`config.mk`:
```
export PLATFORM = sky130hd
export DESIGN_NAME = mul_unit_6801_flat
export DESIGN_NICKNAME = d
export VERILOG_FILES = /design/src/rtl/mul_unit_6801_if.sv /design/src/rtl/mul_unit_6801.sv /design/src/flat_wrapper.sv
export SDC_FILE = /design/constraint.sdc
export NUM_CORES = 1
export LEC_CHECK = 0
export CORE_MARGIN = 10
export CORE_UTILIZATION = 44
export DETAILED_ROUTE_END_ITERATION = 8
export DONT_BUFFER_PORTS = 1
export HOLD_SLACK_MARGIN = 0.08
export PLACE_DENSITY = 0.56
export SLEW_MARGIN = 20
export SYNTH_ARGS = -nofsm -noshare
export SYNTH_HDL_FRONTEND = slang
export SYNTH_SLANG_ARGS = --single-unit
```
`constraint.sdc`:
```
create_clock -name clk -period 5.8 [get_ports clk]
set_input_delay 1.45 -clock clk [delete_from_list [all_inputs] [get_ports clk]]
set_output_delay 1.45 -clock clk [all_outputs]
set_load 0.05 [all_outputs]
```
`src/rtl/mul_unit_6801_if.sv`:
```
// Handshake and data bundle between the 6801 control sequencer and the MUL unit.
//   master (sequencer): drives hold, start, acca, accb; observes busy, done, out_mul, c_out
//   slave  (MUL unit) : the reverse
// WIDTH is the operand width; the product is 2*WIDTH bits.
interface mul_unit_6801_if #(
  parameter int WIDTH = 8
);
  logic               hold;
  logic               start;
  logic [WIDTH-1:0]   acca;
  logic [WIDTH-1:0]   accb;
  logic               busy;
  logic               done;
  logic [2*WIDTH-1:0] out_mul;
  logic               c_out;

  modport master (
    output hold, start, acca, accb,
    input  busy, done, out_mul, c_out
  );

  modport slave (
    input  hold, start, acca, accb,
    output busy, done, out_mul, c_out
  );
endinterface

```
`src/rtl/mul_unit_6801.sv`:
```
// Sequential WIDTHxWIDTH unsigned shift-add multiplier for the 6801 MUL instruction.
// One multiplier bit is consumed per clock; the 2*WIDTH-bit product and the
// MUL carry (product bit WIDTH-1) are registered on completion and held until
// the next completion.
// Ports:
//   clk   : core clock, rising edge
//   rst_n : asynchronous active-low reset
//   bus   : slave side of mul_unit_6801_if
//           hold (freeze everything), start, acca (multiplicand), accb (multiplier),
//           busy (in RUN), done (one non-held cycle), out_mul (product), c_out (carry)
module mul_unit_6801 #(
  parameter int WIDTH = 8
) (
  input  logic           clk,
  input  logic           rst_n,
  mul_unit_6801_if.slave bus
);
  localparam int CNT_W = $clog2(WIDTH) + 1;

  typedef enum logic [1:0] {
    S_IDLE = 2'd0,
    S_RUN  = 2'd1,
    S_DONE = 2'd2
  } state_t;

  state_t               r_state;
  logic [WIDTH-1:0]     r_mcand;
  logic [WIDTH:0]       r_acc_hi;
  logic [WIDTH-1:0]     r_acc_lo;
  logic [CNT_W-1:0]     r_cnt;
  logic [2*WIDTH-1:0]   r_out_mul;
  logic                 r_c_out;

  logic [WIDTH:0]       w_addend;
  logic [WIDTH:0]       w_sum;
  logic [2*WIDTH:0]     w_shifted;
  logic                 w_last;

  // The adder is WIDTH+1 bits so its carry lands in acc_hi and is shifted
  // down into the product on the same step.
  assign w_addend  = r_acc_lo[0] ? {1'b0, r_mcand} : '0;
  assign w_sum     = r_acc_hi + w_addend;
  assign w_shifted = {w_sum, r_acc_lo} >> 1;
  assign w_last    = (r_cnt == CNT_W'(WIDTH - 1));

  always_ff @(posedge clk or negedge rst_n) begin
    if (!rst_n) begin
      r_state   <= S_IDLE;
      r_mcand   <= '0;
      r_acc_hi  <= '0;
      r_acc_lo  <= '0;
      r_cnt     <= '0;
      r_out_mul <= '0;
      r_c_out   <= 1'b0;
    end else if (!bus.hold) begin
      case (r_state)
        S_IDLE, S_DONE: begin
          if (bus.start) begin
            r_mcand  <= bus.acca;
            r_acc_lo <= bus.accb;
            r_acc_hi <= '0;
            r_cnt    <= '0;
            r_state  <= S_RUN;
          end else begin
            r_state  <= S_IDLE;
          end
        end
        S_RUN: begin
          r_acc_hi <= w_shifted[2*WIDTH:WIDTH];
          r_acc_lo <= w_shifted[WIDTH-1:0];
          r_cnt    <= r_cnt + 1'b1;
          // Final step: capture the shifted value directly so the product is
          // visible together with done, one cycle earlier than reading acc_*.
          if (w_last) begin
            r_out_mul <= w_shifted[2*WIDTH-1:0];
            r_c_out   <= w_shifted[WIDTH-1];
            r_state   <= S_DONE;
          end
        end
        default: r_state <= S_IDLE;
      endcase
    end
  end

  assign bus.busy    = (r_state == S_RUN);
  assign bus.done    = (r_state == S_DONE);
  assign bus.out_mul = r_out_mul;
  assign bus.c_out   = r_c_out;
endmodule

```
`src/flat_wrapper.sv`:
```
// flat-port wrapper written by rule: the top's interface ports become plain ports
module mul_unit_6801_flat 
#(
  parameter int WIDTH = 8
)
  (clk, rst_n, bus_hold, bus_start, bus_acca, bus_accb, bus_busy, bus_done, bus_out_mul, bus_c_out);
  mul_unit_6801_if #(.WIDTH(WIDTH)) bus_i ();
  input  logic clk;
  input  logic rst_n;
  input wire logic [$bits(bus_i.hold)-1:0] bus_hold;
  input wire logic [$bits(bus_i.start)-1:0] bus_start;
  input wire logic [$bits(bus_i.acca)-1:0] bus_acca;
  input wire logic [$bits(bus_i.accb)-1:0] bus_accb;
  output wire logic [$bits(bus_i.busy)-1:0] bus_busy;
  output wire logic [$bits(bus_i.done)-1:0] bus_done;
  output wire logic [$bits(bus_i.out_mul)-1:0] bus_out_mul;
  output wire logic [$bits(bus_i.c_out)-1:0] bus_c_out;
  assign bus_i.hold = bus_hold;
  assign bus_i.start = bus_start;
  assign bus_i.acca = bus_acca;
  assign bus_i.accb = bus_accb;
  assign bus_busy = bus_i.busy;
  assign bus_done = bus_i.done;
  assign bus_out_mul = bus_i.out_mul;
  assign bus_c_out = bus_i.c_out;
  mul_unit_6801 #(.WIDTH(WIDTH)) u_core (.clk(clk), .rst_n(rst_n), .bus(bus_i));
endmodule
```
==> results of run 1 <==
-- critical path, cell delays in order --
cell	delay, ns
nor2_1	0.81
nand2_1	0.58
nand2_1	0.20
o21ai_0	0.09
-- cell usage in the layout, fill, tap and decap left out, types with 5 or more instances in the layout --
cell type,synthesis,final
a22o_1,7,7
and2_1,7,7
clkbuf_8,0,5
dfrtp_1,46,46
ha_1,9,9
mux2_2,12,12
nand2_1,52,52
nor2_1,7,7
o21ai_0,11,11
-- final cells by class --
type,count,area share (%)
Inverter,4,0.8470
Multi-Input combinational cell,146,41.93
Clock buffer,6,3.070
Sequential cell,46,48.70
Timing Repair Buffer,1,0.3176
Clock inverter,2,1.588
Tap cell,67,3.547
-- path summary, 6_finish.rpt --
| check | startpoint | end | slack [ns] | cells after the start |
|---|---|---|---|---|
| max in group asynchronous | rst_n | u_core.bus.out_mul[3]$_DFFE_PN0P_ | 4.88 | 0 |
| max | bus_hold | u_core.bus.out_mul[8]$_DFFE_PN0P_ | 2.83 | 4 |
| min in group asynchronous | rst_n | u_core.r_state[1]$_DFFE_PN0P_ | 0.83 | 0 |
| min reg2reg | u_core.r_acc_lo[2]$_DFFE_PN0P_ | u_core.bus.out_mul[1]$_DFFE_PN0P_ | 0.50 | 2 |
| max reg2reg | u_core.r_state[1]$_DFFE_PN0P_ | u_core.bus.out_mul[8]$_DFFE_PN0P_ | 3.38 | 5 |
| min | u_core.r_acc_lo[2]$_DFFE_PN0P_ | u_core.bus.out_mul[1]$_DFFE_PN0P_ | 0.50 | 2 |
-- report_power, final --
part           switching [mW]  internal, mW
logic                   0.206         0.167
clock network           0.107         0.129
registers               0.231         0.440
-- cell families (layout without fill, tap and decap cells) --
group                    Yosys count  in the layout  synth area share (%)
AO/OA/AOI/OAI                     34             34                 10.71
XOR/XNOR                           8              8                 3.172
adder cells (fa/ha/maj)           10             10                 6.006
buffers and inverters             11             13                 3.003
flip-flops                        46             46                 52.12
multiplexers                      17             17                 8.442
AND/OR/NAND/NOR                   77             77                 16.55
-- metrics by stage --
step	hold WS, ns	area [µm²]
2_1_floorplan	0.4563	2208
3_3_place_gp	0.4731	2253
3_5_place_dp	0.4909	2253
4_1_cts	0.5116	2364
5_1_grt	0.5276	2364
6_report	0.5037	2364
-- per-layer routing --
layer  track usage (%)  share of wire (%)  wire (µm)
met1             13.33                 44       2024
met2             17.67                 47       2175
met5                 0                  0          0
met3             5.403                8.3        383
met4             3.916               0.87         40
-- synthesized netlist by cell type --
cell,instances
buf_4,2
a22o_1,7
o21ai_0,11
o211ai_1,1
nor2_2,1
a211oi_2,2
nor2b_1,1
nor2_1,7
fa_1,1
a22oi_1,4
o31ai_1,1
inv_1,3
a21oi_1,4
dfrtp_1,46
mux2i_1,4
a21o_1,2
a41o_1,1
nor3b_2,1
mux2_1,1
ha_1,9
nand2b_4,2
xor2_1,4
buf_6,1
mux2_2,12
nand2b_1,3
and2_1,7
o21ai_1,1
nor3_4,1
inv_6,1
xnor2_1,4
buf_2,4
or2_2,1
nand2_1,52
nand4_1,1
-- state kept, by name, indices dropped and copies added (netlist names) --
register and count:
u_core.bus.out_mul 16, u_core.r_acc_hi 8, u_core.r_acc_lo 8, u_core.r_cnt 4, u_core.r_mcand 8, u_core.r_state 2
==> flow_metrics.env, run 1 <==
export IMPL_clock_latency_ns=0.30
export IMPL_cts_setup_buffers=0
export IMPL_fin_crit_sh_pct=51.18
export IMPL_fillers=438
export IMPL_gp_congestion=0.7703
export IMPL_grt_pass1_vias=1453
export IMPL_period_needed_ns=2.969
export IMPL_synth_nets=233
export IMPL_num_vias=1409
export IMPL_ys_warn_count=0
export IMPL_firstDrtPassIters=5
export IMPL_status="completed"
export IMPL_insertedDiodeCount=0
export IMPL_num_rows=25
export IMPL_post_route_cells_drive_above_1_share_pct=14.15
export IMPL_clockBufferDepth=2
export IMPL_grt_max_degree=47
export IMPL_dp_hpwl_mm=3.313
export IMPL_numClockSinks=46
export IMPL_antenna_found_initial=0
export IMPL_cts_made_buffers=5
export IMPL_synth_seq_cells=46
export IMPL_place_inst=264
export IMPL_dieArea_um2=8253
export IMPL_synth_top_area_cell="dfrtp_1"
export IMPL_drtIter0Drc=127
export IMPL_rsz0062_at_grt="no"
export IMPL_setup_slack_ns=2.831
export IMPL_ir_drop_mv=0.2382
export IMPL_hold_buffers=0
export IMPL_core_area_um2=4786
export IMPL_ctsResizeCount=0
export IMPL_clock_root_buffer="clkbuf_8"
export IMPL_drv_slew=0
export IMPL_crit_type="in2reg"
export IMPL_worst_pin_slew_ns=1.088
export IMPL_finClkSkew_ns=0.004736
export IMPL_yosysTopAreaCellShare_pct=52.12
export IMPL_crit_arrival_ns=3.14
export IMPL_wl_per_cell_um=17.00
export IMPL_cap_violations=0
export IMPL_cts_tree="yes"
export IMPL_leakage_nw=1.165
export IMPL_hold_path_class="reg2reg"
export IMPL_wl_mm=4.623
export IMPL_max_slew_margin_pct=27.23
export IMPL_final_core_util_pct=49.39
export IMPL_syn2layout_area_growth_pct=7.026
export IMPL_critical_path_startpoint_type="input port"
export IMPL_ys_top_cells_by_area="dfrtp_1 (52%), nand2_1 (8.8%), mux2_2 (6.1%)"
export IMPL_antenna_left=0
export IMPL_max_freq_ghz=0.3369
export IMPL_io_pin_count=39
export IMPL_setup_viol=0
export IMPL_syn_area_um2=2208
export IMPL_crit_required_ns=5.97
export IMPL_hold_violations=0
export IMPL_die_h_um=90.85
export IMPL_finalNonFillerCells=272
export IMPL_synth_distinct_cells=34
export IMPL_fin_nets=234
export IMPL_drc=0
export IMPL_powerDensity_nw_per_um2=541.5
export IMPL_syn_inst=203
export IMPL_synth_area_per_cell_um2=10.88
export IMPL_clk_pin_slew_worst_paths_ns=0.08
export IMPL_critPathCaptureType="register"
export IMPL_via_per_inst=5.180
export IMPL_grt_overflow_total=0
export IMPL_initial_core_util_pct=46.14
export IMPL_grt_pass1_wl_mm=7.541
export IMPL_power_mw=1.280
export IMPL_cts_htree_levels=2
export IMPL_multi_input_area_um2=991.0
export IMPL_io_buffer_count=0
export IMPL_tns_ns=0
export IMPL_track_usage_pct=11.33
export IMPL_dp_slack_ns=2.528
export IMPL_worstPathMaxFanout=15
export IMPL_die_w_um=90.85
export IMPL_synth_seq_area_share_pct=52.12
export IMPL_regArea_um2=1151
(Power assumes the default switching activity.)
==> inputs of run 2 (changes only) <==
==> constraint.sdc (replaced) <==
create_clock -name clk -period 2.8 [get_ports clk]
set_input_delay 0.7 -clock clk [delete_from_list [all_inputs] [get_ports clk]]
set_output_delay 0.7 -clock clk [all_outputs]
set_load 0.05 [all_outputs]
==> run 2 against run 1 <==
Net effect:
- worst setup slack worse by 2.3 ns
- register-to-register slack worse by 2.8 ns
- critical path depth is 5 higher
- first-iteration DRC count down 32%
- critical endpoint is now u_core.bus.out_mul[13]$_DFFE_PN0P_
==> flow_metrics.env, run 2 (synthesis gave the netlist of run 1 again) <==
export IMPL_setup_viol=0
export IMPL_antenna_found_initial=0
export IMPL_core_area_um2=4786
export IMPL_die_w_um=90.85
export IMPL_num_vias=1422
export IMPL_worst_pin_slew_ns=0.8962
export IMPL_dieArea_um2=8253
export IMPL_clockBufferDepth=2
export IMPL_max_freq_ghz=0.4420
export IMPL_cap_violations=0
export IMPL_crit_type="reg2reg"
export IMPL_io_pin_count=39
export IMPL_finalNonFillerCells=277
export IMPL_grt_pass1_vias=1583
export IMPL_max_slew_margin_pct=40.25
export IMPL_via_per_inst=5.134
export IMPL_status="completed"
export IMPL_crit_arrival_ns=2.44
export IMPL_fin_nets=239
export IMPL_dpl_cell_area_um2=2276
export IMPL_critical_path_startpoint_type="register"
export IMPL_drc=0
export IMPL_wirelength_met1_mm=1.973
export IMPL_num_rows=25
export IMPL_finClkSkew_ns=0.009242
export IMPL_leakage_nw=1.194
export IMPL_largest_register_ffs=16
export IMPL_clock_root_buffer="clkbuf_8"
export IMPL_worstPathMaxFanout=9
export IMPL_wl_per_cell_um=16.50
export IMPL_tns_ns=0
export IMPL_wl_mm=4.570
export IMPL_final_common_cell="nand2_1"
export IMPL_grt_pass1_wl_mm=7.948
export IMPL_antenna_left=0
export IMPL_drtIter0Drc=86
export IMPL_cts_setup_buffers=0
export IMPL_r2r_start="u_core.r_acc_lo[0]$_DFFE_PN0P_"
export IMPL_grt_overflow_total=0
export IMPL_syn2layout_area_growth_pct=9.405
export IMPL_fin_crit_sh_pct=80.81
export IMPL_ir_drop_mv=0.4550
export IMPL_hold_violations=0
export IMPL_timing_reg2reg_setup_slack_ns=0.54
export IMPL_dp_hpwl_mm=3.331
export IMPL_top_layer="met4"
export IMPL_firstDrtPassIters=4
export IMPL_met3_length_um=373
export IMPL_powerDensity_nw_per_um2=1106
export IMPL_hold_path_class="in2async"
export IMPL_period_needed_ns=2.263
export IMPL_layout_common_cells="nand2_1 (52), dfrtp_1 (46), mux2_2 (12)"
export IMPL_rsz0062_at_grt="no"
export IMPL_ctsResizeCount=0
export IMPL_cts_htree_levels=2
export IMPL_post_route_cells_drive_above_1_share_pct=15.71
export IMPL_insertedDiodeCount=0
export IMPL_io_buffer_count=0
export IMPL_crit_required_ns=2.98
export IMPL_place_inst=267
export IMPL_critPathCaptureType="register"
export IMPL_hold_buffers=1
export IMPL_wl_met2_mm=2.189
export IMPL_cts_made_buffers=5
export IMPL_cts_tree="yes"
export IMPL_clock_latency_ns=0.30
export IMPL_gp_congestion=0.8197
export IMPL_clk_pin_slew_worst_paths_ns=0.09
export IMPL_crit_start="u_core.r_acc_lo[0]$_DFFE_PN0P_"
export IMPL_fillers=447
export IMPL_initial_core_util_pct=46.14
export IMPL_final_area_um2=2416
export IMPL_die_h_um=90.85
export IMPL_track_usage_pct=11.77
export IMPL_drv_slew=0
export IMPL_grt_max_degree=28
export IMPL_numClockSinks=46
-- run 2: cell count changes in the layout (fill, tap and decap cells not counted) --
cell / change
buf_4: +3
dlygate4sd3_1: +1
buf_12: +1
-- run 2: layout make-up --
| class | count | area [µm²] | area share [%] |
|---|---|---|---|
| Tap cell | 67 | 83.83 | 3.470 |
| Multi-Input combinational cell | 146 | 991.0 | 41.01 |
| Sequential cell | 46 | 1151 | 47.64 |
| Timing Repair Buffer | 6 | 60.06 | 2.486 |
| Inverter | 4 | 20.02 | 0.8286 |
| Clock inverter | 2 | 37.54 | 1.554 |
| Clock buffer | 6 | 72.57 | 3.004 |
-- run 2: final timing paths --
path / end / cells after the start
min in group clk: u_core.r_acc_hi[0]$_DFFE_PN0P_ / 2
setup reg to reg: u_core.bus.out_mul[13]$_DFFE_PN0P_ / 9
hold / removal: u_core.r_state[0]$_DFFE_PN0P_ / 1
max in group asynchronous: u_core.r_acc_lo[0]$_DFFE_PN0P_ / 1
setup / recovery: u_core.bus.out_mul[13]$_DFFE_PN0P_ / 9
hold reg to reg: u_core.r_acc_hi[0]$_DFFE_PN0P_ / 2
-- run 2: critical path, cell delays in order (launching register included) --
cell      delay [ns]
dfrtp_1         0.47
and2_1          0.16
ha_1            0.22
inv_1           0.07
fa_1            0.39
nand2b_1        0.18
a21oi_1         0.17
a211oi_2        0.08
xnor2_1         0.15
mux2_2          0.27
-- run 2: power by group --
group	switching (mW)	internal, mW
Combinational	0.430	0.361
Sequential	0.478	0.912
Clock	0.224	0.266
Total	1.13	1.54
-- run 2: metal layers --
metal,GRT usage (%),vias up
li1,-,699
met1,13.44,693
met2,19.05,26
met3,5.902,4
met4,3.133,0
met5,0,-
-- run 2: through the flow --
| stage | utilization (%) | power (mW) | setup WS (ns) | hold WS (ns) |
|---|---|---|---|---|
| 6_report | 50.48 | 2.671 | 0.5374 | 0.2036 |
| 5_1_grt | 50.48 | 2.878 | 0.3519 | 0.1906 |
| 4_1_cts | 50.27 | 2.711 | 0.5235 | 0.08092 |
| 3_5_place_dp | 47.56 | 2.197 | 0.5446 | 0.4069 |
| 3_3_place_gp | 47.56 | 2.164 | 0.6348 | 0.4066 |
| 2_1_floorplan | - | 2.000 | 0.7730 | 0.4044 |
==> inputs of run 3 (changes only) <==
==> constraint.sdc (replaced) <==
create_clock -name clk -period 2.3 [get_ports clk]
set_input_delay 0.575 -clock clk [delete_from_list [all_inputs] [get_ports clk]]
set_output_delay 0.575 -clock clk [all_outputs]
set_load 0.05 [all_outputs]
==> run 3 against run 2 <==
Net effect:
- worst setup slack worse by 0.35 ns
- clock power up 3%
- worst hold slack worse by 0.090 ns
- combinational power up 28%
- first-iteration DRC count down 12%
- critical endpoint unchanged
- highest routed layer unchanged
==> flow_metrics.env, run 3 (synthesis gave the netlist of run 1 again) <==
export IMPL_final_common_cell="nand2_1"
export IMPL_worst_pin_slew_ns=0.9057
export IMPL_gp_congestion=0.8082
export IMPL_numClockSinks=46
export IMPL_antenna_left=0
export IMPL_firstDrtPassIters=4
export IMPL_status="completed"
export IMPL_worstPathMaxFanout=3
export IMPL_setup_viol=0
export IMPL_r2r_start="u_core.r_acc_lo[0]$_DFFE_PN0P_"
export IMPL_timing_reg2reg_setup_slack_ns=0.19
export IMPL_crit_start="u_core.r_acc_lo[0]$_DFFE_PN0P_"
export IMPL_cts_htree_levels=2
export IMPL_slowest_delay_ns=0.39
export IMPL_via_per_inst=5.270
export IMPL_max_slew_margin_pct=39.56
export IMPL_dp_hpwl_mm=3.388
export IMPL_grt_pass1_wl_mm=7.886
export IMPL_timing_rr_end="u_core.bus.out_mul[13]$_DFFE_PN0P_"
export IMPL_clockBufferDepth=2
export IMPL_layout_common_cells="nand2_1 (52), dfrtp_1 (46), mux2_2 (12)"
export IMPL_io_pin_count=39
export IMPL_initial_core_util_pct=46.14
export IMPL_powerDensity_nw_per_um2=1320
export IMPL_finalNonFillerCells=278
export IMPL_track_usage_pct=11.71
export IMPL_num_rows=25
export IMPL_syn2layout_area_growth_pct=9.122
export IMPL_fin_nets=240
export IMPL_power_mw=3.181
export IMPL_drtIter0Drc=76
export IMPL_cap_violations=0
export IMPL_fin_crit_sh_pct=91.91
export IMPL_clk_pin_slew_worst_paths_ns=0.09
export IMPL_critical_path_startpoint_type="register"
export IMPL_grt_max_degree=47
export IMPL_grt_pass1_vias=1539
export IMPL_hold_path_class="in2async"
export IMPL_period_needed_ns=2.114
export IMPL_die_w_um=90.85
export IMPL_drc=0
export IMPL_cts_setup_buffers=0
export IMPL_reg2regPathDepth=9
export IMPL_drv_slew=0
export IMPL_worst_path_max_delay_cell="fa_1"
export IMPL_crit_end="u_core.bus.out_mul[13]$_DFFE_PN0P_"
export IMPL_post_route_cells_drive_above_1_share_pct=16.59
export IMPL_path_depth=9
export IMPL_cts_made_buffers=5
export IMPL_fillers=445
export IMPL_hold_violations=0
export IMPL_grt_overflow_total=0
export IMPL_crit_type="reg2reg"
export IMPL_die_h_um=90.85
export IMPL_crit_arrival_ns=2.30
export IMPL_rsz0062_at_grt="no"
export IMPL_place_inst=269
export IMPL_cp_num_buf_inv=1
export IMPL_largest_register_ffs=16
export IMPL_tns_ns=0
export IMPL_core_area_um2=4786
export IMPL_clock_root_buffer="clkbuf_8"
export IMPL_wl_mm=4.670
export IMPL_critPathCaptureType="register"
export IMPL_dieArea_um2=8253
export IMPL_io_buffer_count=0
export IMPL_insertedDiodeCount=0
export IMPL_multi_input_area_um2=991.0
export IMPL_crit_required_ns=2.48
export IMPL_clock_latency_ns=0.30
export IMPL_path_cells="and2_1 > ha_1 > inv_1 > fa_1 > nand2b_1 > a21oi_1 > a211oi_2 > xnor2_1 > mux2_2"
export IMPL_wl_per_cell_um=16.80
export IMPL_max_freq_ghz=0.4730
export IMPL_cpLargestDelayFamily="adder cells"
export IMPL_leakage_nw=1.201
export IMPL_cts_tree="yes"
export IMPL_antenna_found_initial=0
export IMPL_finClkSkew_ns=0.01048
export IMPL_ir_drop_mv=0.5173
export IMPL_regArea_um2=1151
export IMPL_num_vias=1465
==> run 3: layout make-up <==
type	count	share of cell area, %
Timing Repair Buffer	7	3.011
Clock buffer	7	3.583
Tap cell	67	3.479
Inverter	4	0.8307
Sequential cell	46	47.77
Multi-Input combinational cell	146	41.12
Clock inverter	1	0.2077
==> run 3: metal layers <==
layer | wire [µm] | global-route usage, % | part of all wire [%]
met5 | 0 | 0 | 0
met2 | 2207 | 19.23 | 47
met4 | 57 | 3.916 | 1.2
met3 | 369 | 4.988 | 7.9
met1 | 2036 | 13.38 | 44
==> run 3: power by group <==
group	switching, mW	leakage (nW)	internal, mW
combinational	0.565	0.556	0.446
clock	0.264	0.0482	0.243
sequential	0.553	0.597	1.11
total	1.38	1.20	1.80
==> run 3: timing repair <==
| action | in CTS | in global routing |
|---|---|---|
| setup endpoints to repair | 0 | 2 |
| endpoints found under the hold margin | 46 | 0 |
| hold buffers | 1 | 0 |
| resized for setup | 0 | 1 |
==> run 3: worst reg2reg max path: stages, from the launching register on <==
cell,delay (ns)
dfrtp_1,0.37
and2_1,0.13
ha_1,0.20
inv_1,0.07
fa_1,0.39
nand2b_1,0.18
a21oi_1,0.16
a211oi_2,0.08
xnor2_1,0.15
mux2_2,0.27
==> run 3: through the flow <==
stage	utilization, %	area, µm²	setup slack, ns	hold slack [ns]
global route	50.35	2410	0.03802	0.1081
detailed placement	47.87	2291	0.1723	0.2818
finish	50.35	2410	0.1860	0.1140
CTS	50.35	2410	0.1669	0.1230
floorplan	-	2208	0.2730	0.2794
global placement	47.87	2291	0.2327	0.2817
==> run 3: how the worst min path moves through the flow <==
stage / startpoint / end / depth (start not counted)
after global placement: rst_n / u_core.r_mcand[0]$_DFFE_PN0P_ / 0
after floorplan: rst_n / u_core.bus.out_mul[0]$_DFFE_PN0P_ / 0
after detailed placement: rst_n / u_core.r_acc_hi[0]$_DFFE_PN0P_ / 0
final: rst_n / u_core.bus.out_mul[6]$_DFFE_PN0P_ / 1
after global routing: rst_n / u_core.r_state[0]$_DFFE_PN0P_ / 1
after CTS: rst_n / u_core.r_state[0]$_DFFE_PN0P_ / 1
